<file path="config.mk">
export PLATFORM = sky130hd
export DESIGN_NAME = clap_event_detector_flat
export DESIGN_NICKNAME = d
export VERILOG_FILES = /design/src/rtl/clap_event_detector_if.sv /design/src/rtl/clap_event_detector.sv /design/src/flat_wrapper.sv
export SDC_FILE = /design/constraint.sdc
export NUM_CORES = 1
export LEC_CHECK = 0
export BUFFER_PORTS_ARGS = -buffer_cell sky130_fd_sc_hd__buf_2
export CAP_MARGIN = 10
export CELL_PAD_IN_SITES_DETAIL_PLACEMENT = 1
export CELL_PAD_IN_SITES_GLOBAL_PLACEMENT = 1
export CORE_AREA = 4 4 64 66
export DETAILED_ROUTE_END_ITERATION = 7
export DIE_AREA = 0 0 68 70
export GPL_TIMING_DRIVEN = 0
export HOLD_SLACK_MARGIN = 0.03
export PLACE_DENSITY_LB_ADDON = 0.1
export SYNTH_ARGS = -nofsm -noshare
export SYNTH_HDL_FRONTEND = slang
export SYNTH_SLANG_ARGS = --single-unit
</file>
<file path="constraint.sdc">
create_clock -name clk -period 1.8 [get_ports clk]
set_input_delay 0.09 -clock clk [delete_from_list [all_inputs] [get_ports clk]]
set_output_delay 0.09 -clock clk [all_outputs]
set_load 0.005 [all_outputs]
</file>
<file path="src/rtl/clap_event_detector_if.sv">
// Magnitude sample stream in, clap events out.
// The event side is producer-driven and has no ready; a listener must sample every cycle.
interface clap_event_detector_if #(
    parameter int DATA_W = 16
);
    logic              mag_valid;
    logic [DATA_W-1:0] mag;
    logic              clap_pulse;
    logic [3:0]        clap_count;

    modport master (
        output mag_valid,
        output mag,
        input  clap_pulse,
        input  clap_count
    );

    modport slave (
        input  mag_valid,
        input  mag,
        output clap_pulse,
        output clap_count
    );
endinterface

</file>
<file path="src/rtl/clap_event_detector.sv">
// Turns the FFT magnitude stream into one clap_pulse per clap: hysteresis, width filter, holdoff.
// Pulse appears one cycle after the sample that completes MIN_WIDTH; there is no backpressure, mag_valid gates all progress.
module clap_event_detector #(
    parameter int                DATA_W    = 16,
    parameter logic [DATA_W-1:0] THRESH_HI = 16'h8000,
    parameter logic [DATA_W-1:0] THRESH_LO = 16'h4000,
    parameter int                MIN_WIDTH = 4,
    parameter int                HOLDOFF   = 1024
) (
    input  logic                 clk,
    input  logic                 rst,
    clap_event_detector_if.slave bus,
    output logic                 busy,
    output logic [1:0]           state_dbg
);
    localparam int WW = $clog2(MIN_WIDTH + 1);
    localparam int HW = $clog2(HOLDOFF + 1);
    localparam logic [WW-1:0] MIN_W    = WW'(MIN_WIDTH);
    localparam logic [HW-1:0] HOLD_MAX = HW'(HOLDOFF);

    typedef enum logic [1:0] {
        IDLE = 2'd0,
        ARM  = 2'd1,
        HOLD = 2'd2
    } state_t;

    state_t        state;
    logic [WW-1:0] width_cnt;
    logic [HW-1:0] hold_cnt;
    logic          loud_hi;
    logic          loud_lo;
    logic [WW-1:0] width_nxt;

    assign loud_hi   = (bus.mag >= THRESH_HI);
    assign loud_lo   = (bus.mag >= THRESH_LO);
    assign width_nxt = width_cnt + WW'(1);
    assign state_dbg = state;

    always_ff @(posedge clk) begin
        if (rst) begin
            state          <= IDLE;
            width_cnt      <= '0;
            hold_cnt       <= '0;
            bus.clap_pulse <= 1'b0;
            bus.clap_count <= 4'd0;
            busy           <= 1'b0;
        end else begin
            bus.clap_pulse <= 1'b0;
            if (bus.mag_valid) begin
                case (state)
                    IDLE: begin
                        if (loud_hi) begin
                            if (MIN_WIDTH == 1) begin
                                state          <= HOLD;
                                hold_cnt       <= '0;
                                width_cnt      <= '0;
                                bus.clap_pulse <= 1'b1;
                                bus.clap_count <= bus.clap_count + 4'd1;
                            end else begin
                                state     <= ARM;
                                width_cnt <= WW'(1);
                            end
                            busy <= 1'b1;
                        end
                    end
                    ARM: begin
                        if (!loud_lo) begin
                            // Too short to be a clap: drop it silently.
                            state     <= IDLE;
                            width_cnt <= '0;
                            busy      <= 1'b0;
                        end else if (width_nxt == MIN_W) begin
                            state          <= HOLD;
                            width_cnt      <= '0;
                            hold_cnt       <= '0;
                            bus.clap_pulse <= 1'b1;
                            bus.clap_count <= bus.clap_count + 4'd1;
                        end else begin
                            width_cnt <= width_nxt;
                        end
                    end
                    HOLD: begin
                        // A tone that stays loud keeps us here indefinitely, so it cannot re-trigger.
                        if (hold_cnt == HOLD_MAX && !loud_lo) begin
                            state    <= IDLE;
                            hold_cnt <= '0;
                            busy     <= 1'b0;
                        end else if (hold_cnt != HOLD_MAX) begin
                            hold_cnt <= hold_cnt + HW'(1);
                        end
                    end
                    default: begin
                        state     <= IDLE;
                        width_cnt <= '0;
                        hold_cnt  <= '0;
                        busy      <= 1'b0;
                    end
                endcase
            end
        end
    end
endmodule

</file>
<file path="src/flat_wrapper.sv">
// flat-port wrapper written by rule: the top's interface ports become plain ports
module clap_event_detector_flat 
#(
    parameter int                DATA_W    = 16,
    parameter logic [DATA_W-1:0] THRESH_HI = 16'h8000,
    parameter logic [DATA_W-1:0] THRESH_LO = 16'h4000,
    parameter int                MIN_WIDTH = 4,
    parameter int                HOLDOFF   = 1024
)
  (clk, rst, busy, state_dbg, bus_mag_valid, bus_mag, bus_clap_pulse, bus_clap_count);
  clap_event_detector_if #(.DATA_W(DATA_W)) bus_i ();
  input  logic clk;
  input  logic rst;
  output logic busy;
  output logic [1:0] state_dbg;
  input wire logic [$bits(bus_i.mag_valid)-1:0] bus_mag_valid;
  input wire logic [$bits(bus_i.mag)-1:0] bus_mag;
  output wire logic [$bits(bus_i.clap_pulse)-1:0] bus_clap_pulse;
  output wire logic [$bits(bus_i.clap_count)-1:0] bus_clap_count;
  assign bus_i.mag_valid = bus_mag_valid;
  assign bus_i.mag = bus_mag;
  assign bus_clap_pulse = bus_i.clap_pulse;
  assign bus_clap_count = bus_i.clap_count;
  clap_event_detector #(.DATA_W(DATA_W), .THRESH_HI(THRESH_HI), .THRESH_LO(THRESH_LO), .MIN_WIDTH(MIN_WIDTH), .HOLDOFF(HOLDOFF)) u_core (.clk(clk), .rst(rst), .bus(bus_i), .busy(busy), .state_dbg(state_dbg));
endmodule
</file>
==> flow_summary.json <==
{
  "min_path_cells": 3,
  "required_ps": 2070,
  "worstRegToRegCells": 7,
  "synthTopCellsByArea": "dfxtp_1, nor2_1, ha_1, xnor2_1, a21oi_1",
  "cts_tree": "done",
  "antennaDiodeCount": 0,
  "skew_ps": 5.798,
  "grt_usage": 0.1338,
  "drt_iter0_drc": 28,
  "htree_levels": 1,
  "synth-edff-count": 0,
  "syn_area_mm2": 0.001212,
  "max-vdd-ir-drop_mv": 0.2509,
  "num-fill-cells": 444,
  "grt_setup_unrepaired": "true",
  "vias_per_cell": 5.057,
  "max_cap_violations": 0,
  "drc": 0,
  "grt_first_pass_wirelength_um": 5043,
  "grt_use_met3": 0.01929,
  "syn_inst": 139,
  "antenna_found_initial": 0,
  "relSlewSlack": 0.6877,
  "grt_pass1_vias": 1069,
  "hpwl_um": 2191,
  "clkSinkCount": 22,
  "ys_warn_count": 0,
  "path_clk_slew_ps": 140,
  "status": "finished, violations left",
  "gp_congestion": 0.7770,
  "vias": 1072,
  "arrival_ps": 2110,
  "cp-end-kind": "flop",
  "timing.hold.ws_ps": 135.2,
  "post-route-min-period_ps": 1846,
  "die_h_um": 70,
  "period_share": 1.025,
  "synth_top_area_share": 0.3633,
  "p_leak_nw": 0.5975,
  "use_met1": 0.1776,
  "synthFlopType": "dfxtp_1",
  "grt_max_degree": 14,
  "syn-num-nets": 164,
  "die_width_um": 68,
  "cts_made_buffers": 3,
  "ant_nets": 0,
  "wl_per_cell_um": 13.94,
  "synthArstFlopShare": 0,
  "fmax_mhz": 541.8,
  "area_growth_pct": 26.11,
  "hold_path_class": "input pin to flop",
  "io_pins": 27,
  "crit_type": "flop to flop",
  "syn_area_per_cell_um2": 8.722,
  "drive_above_1_share": 0.3049,
  "met2_usage": 0.2195,
  "hold_viol_final": 0,
  "fp.coreArea_mm2": 0.003578,
  "path_max_fanout": 4,
  "finalSetupViolCount": 1,
  "overflow": 0,
  "synth_area_leader_cell": "dfxtp_1",
  "tightest_slew_ps": 463.6,
  "cts.path.max_buffers": 2,
  "io_buffer_count": 10,
  "violations": "setup timing",
  "initial_core_util": 0.3388,
  "ys_ff_latch": 22,
  "clk_latency_ps": 320,
  "nets": 190,
  "ys_types": 41,
  "power_density_mw_per_mm2": 640.5,
  "busiest_layer": "met2",
  "startpoint_type": "flop",
  "drt-total-wl_um": 2955,
  "fp.dieArea_mm2": 0.004760,
  "slew_viol_final": 0,
  "core.rowCount": 22,
  "dr.pass1.iters": 4,
  "tns_ps": -45.77,
  "cts_root_buf": "clkbuf_4",
  "ys_seq_area_frac": 0.3633,
  "setup_ws_ps": -45.77
}
cells in the final DEF (no fill, tap or decap), drive strengths merged, types with 3 or more instances in the layout:
master / synthesis / routed
nand3: 8 / 8
a21oi: 9 / 9
xnor2: 6 / 6
inv: 9 / 9
dfxtp: 22 / 22
or3: 3 / 3
nor3: 3 / 3
clkbuf: 3 / 6
nand2: 3 / 3
o21ai: 7 / 7
a311oi: 3 / 3
buf: 2 / 22
ha: 6 / 6
nor2: 22 / 22
flip-flops by register name (all words and copies together) (netlist names):
register,count
u_core.width_cnt,3
u_core.busy,1
u_core.hold_cnt,11
u_core.bus.clap_count,4
u_core.state_dbg,2
u_core.bus.clap_pulse,1
cells by family (layout without fill, tap and decap cells):
kind of cell | after synthesis | count (layout) | share of synthesized area
buf+inv | 15 | 40 | 0.09081
compound gates | 34 | 34 | 0.1909
xor+xnor | 8 | 8 | 0.05779
simple gates | 53 | 53 | 0.2271
flops | 22 | 22 | 0.3633
fa+ha+maj | 6 | 6 | 0.06192
mux | 1 | 1 | 0.008256
cell usage after synthesis (2+ instances only):
library cell / count
a31o_2: 2
xor2_1: 2
nor3_1: 3
ha_1: 6
buf_6: 2
xnor2_1: 6
o32ai_1: 2
dfxtp_1: 22
or3_1: 2
inv_1: 9
clkbuf_8: 3
nand2b_1: 2
o21ai_0: 5
o21a_1: 2
a311oi_1: 3
a31oi_1: 2
a21oi_1: 9
o211ai_1: 2
nand3_1: 8
o211a_1: 2
nor2_1: 22
nor4b_1: 2
nand2_1: 3
where the power goes:
group | leakage [nW] | total (W) | internal, W | switching, W
combinational | 0.390 | 0.0000865 | 0.0000384 | 0.0000481
sequential | 0.180 | 0.000500 | 0.000495 | 0.00000546
clock | 0.0279 | 0.000393 | 0.000225 | 0.000167
total | 0.597 | 0.000979 | 0.000758 | 0.000221
critical path, cell delays in order (launching register included):
cell and delay [ps]:
dfxtp_2 380, ha_4 150, ha_4 130, o211a_4 160, o21ai_4 60, or3_4 390
or3b_4 400, a21oi_2 110
routing by layer:
metal | vias to the layer above | routed length, um | share of wire
met3 | 5 | 62 | 0.021
li1 | 538 | - | -
met5 | - | 0 | 0
met1 | 519 | 1349 | 0.46
met4 | 0 | 41 | 0.014
met2 | 10 | 1501 | 0.51
path summary, 6_finish.rpt:
check	to	slack (ps)	start
worst max-delay path	u_core.hold_cnt[3]	-50	u_core.width_cnt[0]
worst min-delay path	u_core.width_cnt[0]	140	bus_mag_valid
worst max register to register	u_core.hold_cnt[3]	-50	u_core.width_cnt[0]
worst min register to register	u_core.bus.clap_count[3]	510	u_core.bus.clap_count[3]
timing repair:
item                       CTS  global route
setup buffers                5             5
setup endpoints to repair    8            11
hold buffers                 1             0
pin swaps                    3             7
resized for setup            6             5
hold endpoints to repair     5             0
stage by stage:
step	area [um2]	instances	total power, W	setup WS [ps]	util
3_3_place_gp	1350	197	0.0005851	-102.9	0.3773
2_1_floorplan	1240	139	0.0005643	25.95	-
4_1_cts	1466	207	0.0009857	-37.56	0.4098
6_report	1529	212	0.0009793	-45.77	0.4273
3_5_place_dp	1350	197	0.0005882	-112.2	0.3773
5_1_grt	1529	212	0.001018	-112.9	0.4273
area by class of cell:
cell class | instances | area (um2) | area share
tap | 48 | 60.06 | 0.03928
inverter | 9 | 33.78 | 0.02209
sequential | 22 | 445.4 | 0.2913
buffer | 6 | 76.32 | 0.04992
clock buffer | 3 | 22.52 | 0.01473
multi-input combinational | 102 | 725.7 | 0.4746
clock inverter | 1 | 30.03 | 0.01964
timing repair buffer | 21 | 135.1 | 0.08838
Power figures use the tool's default switching activity.
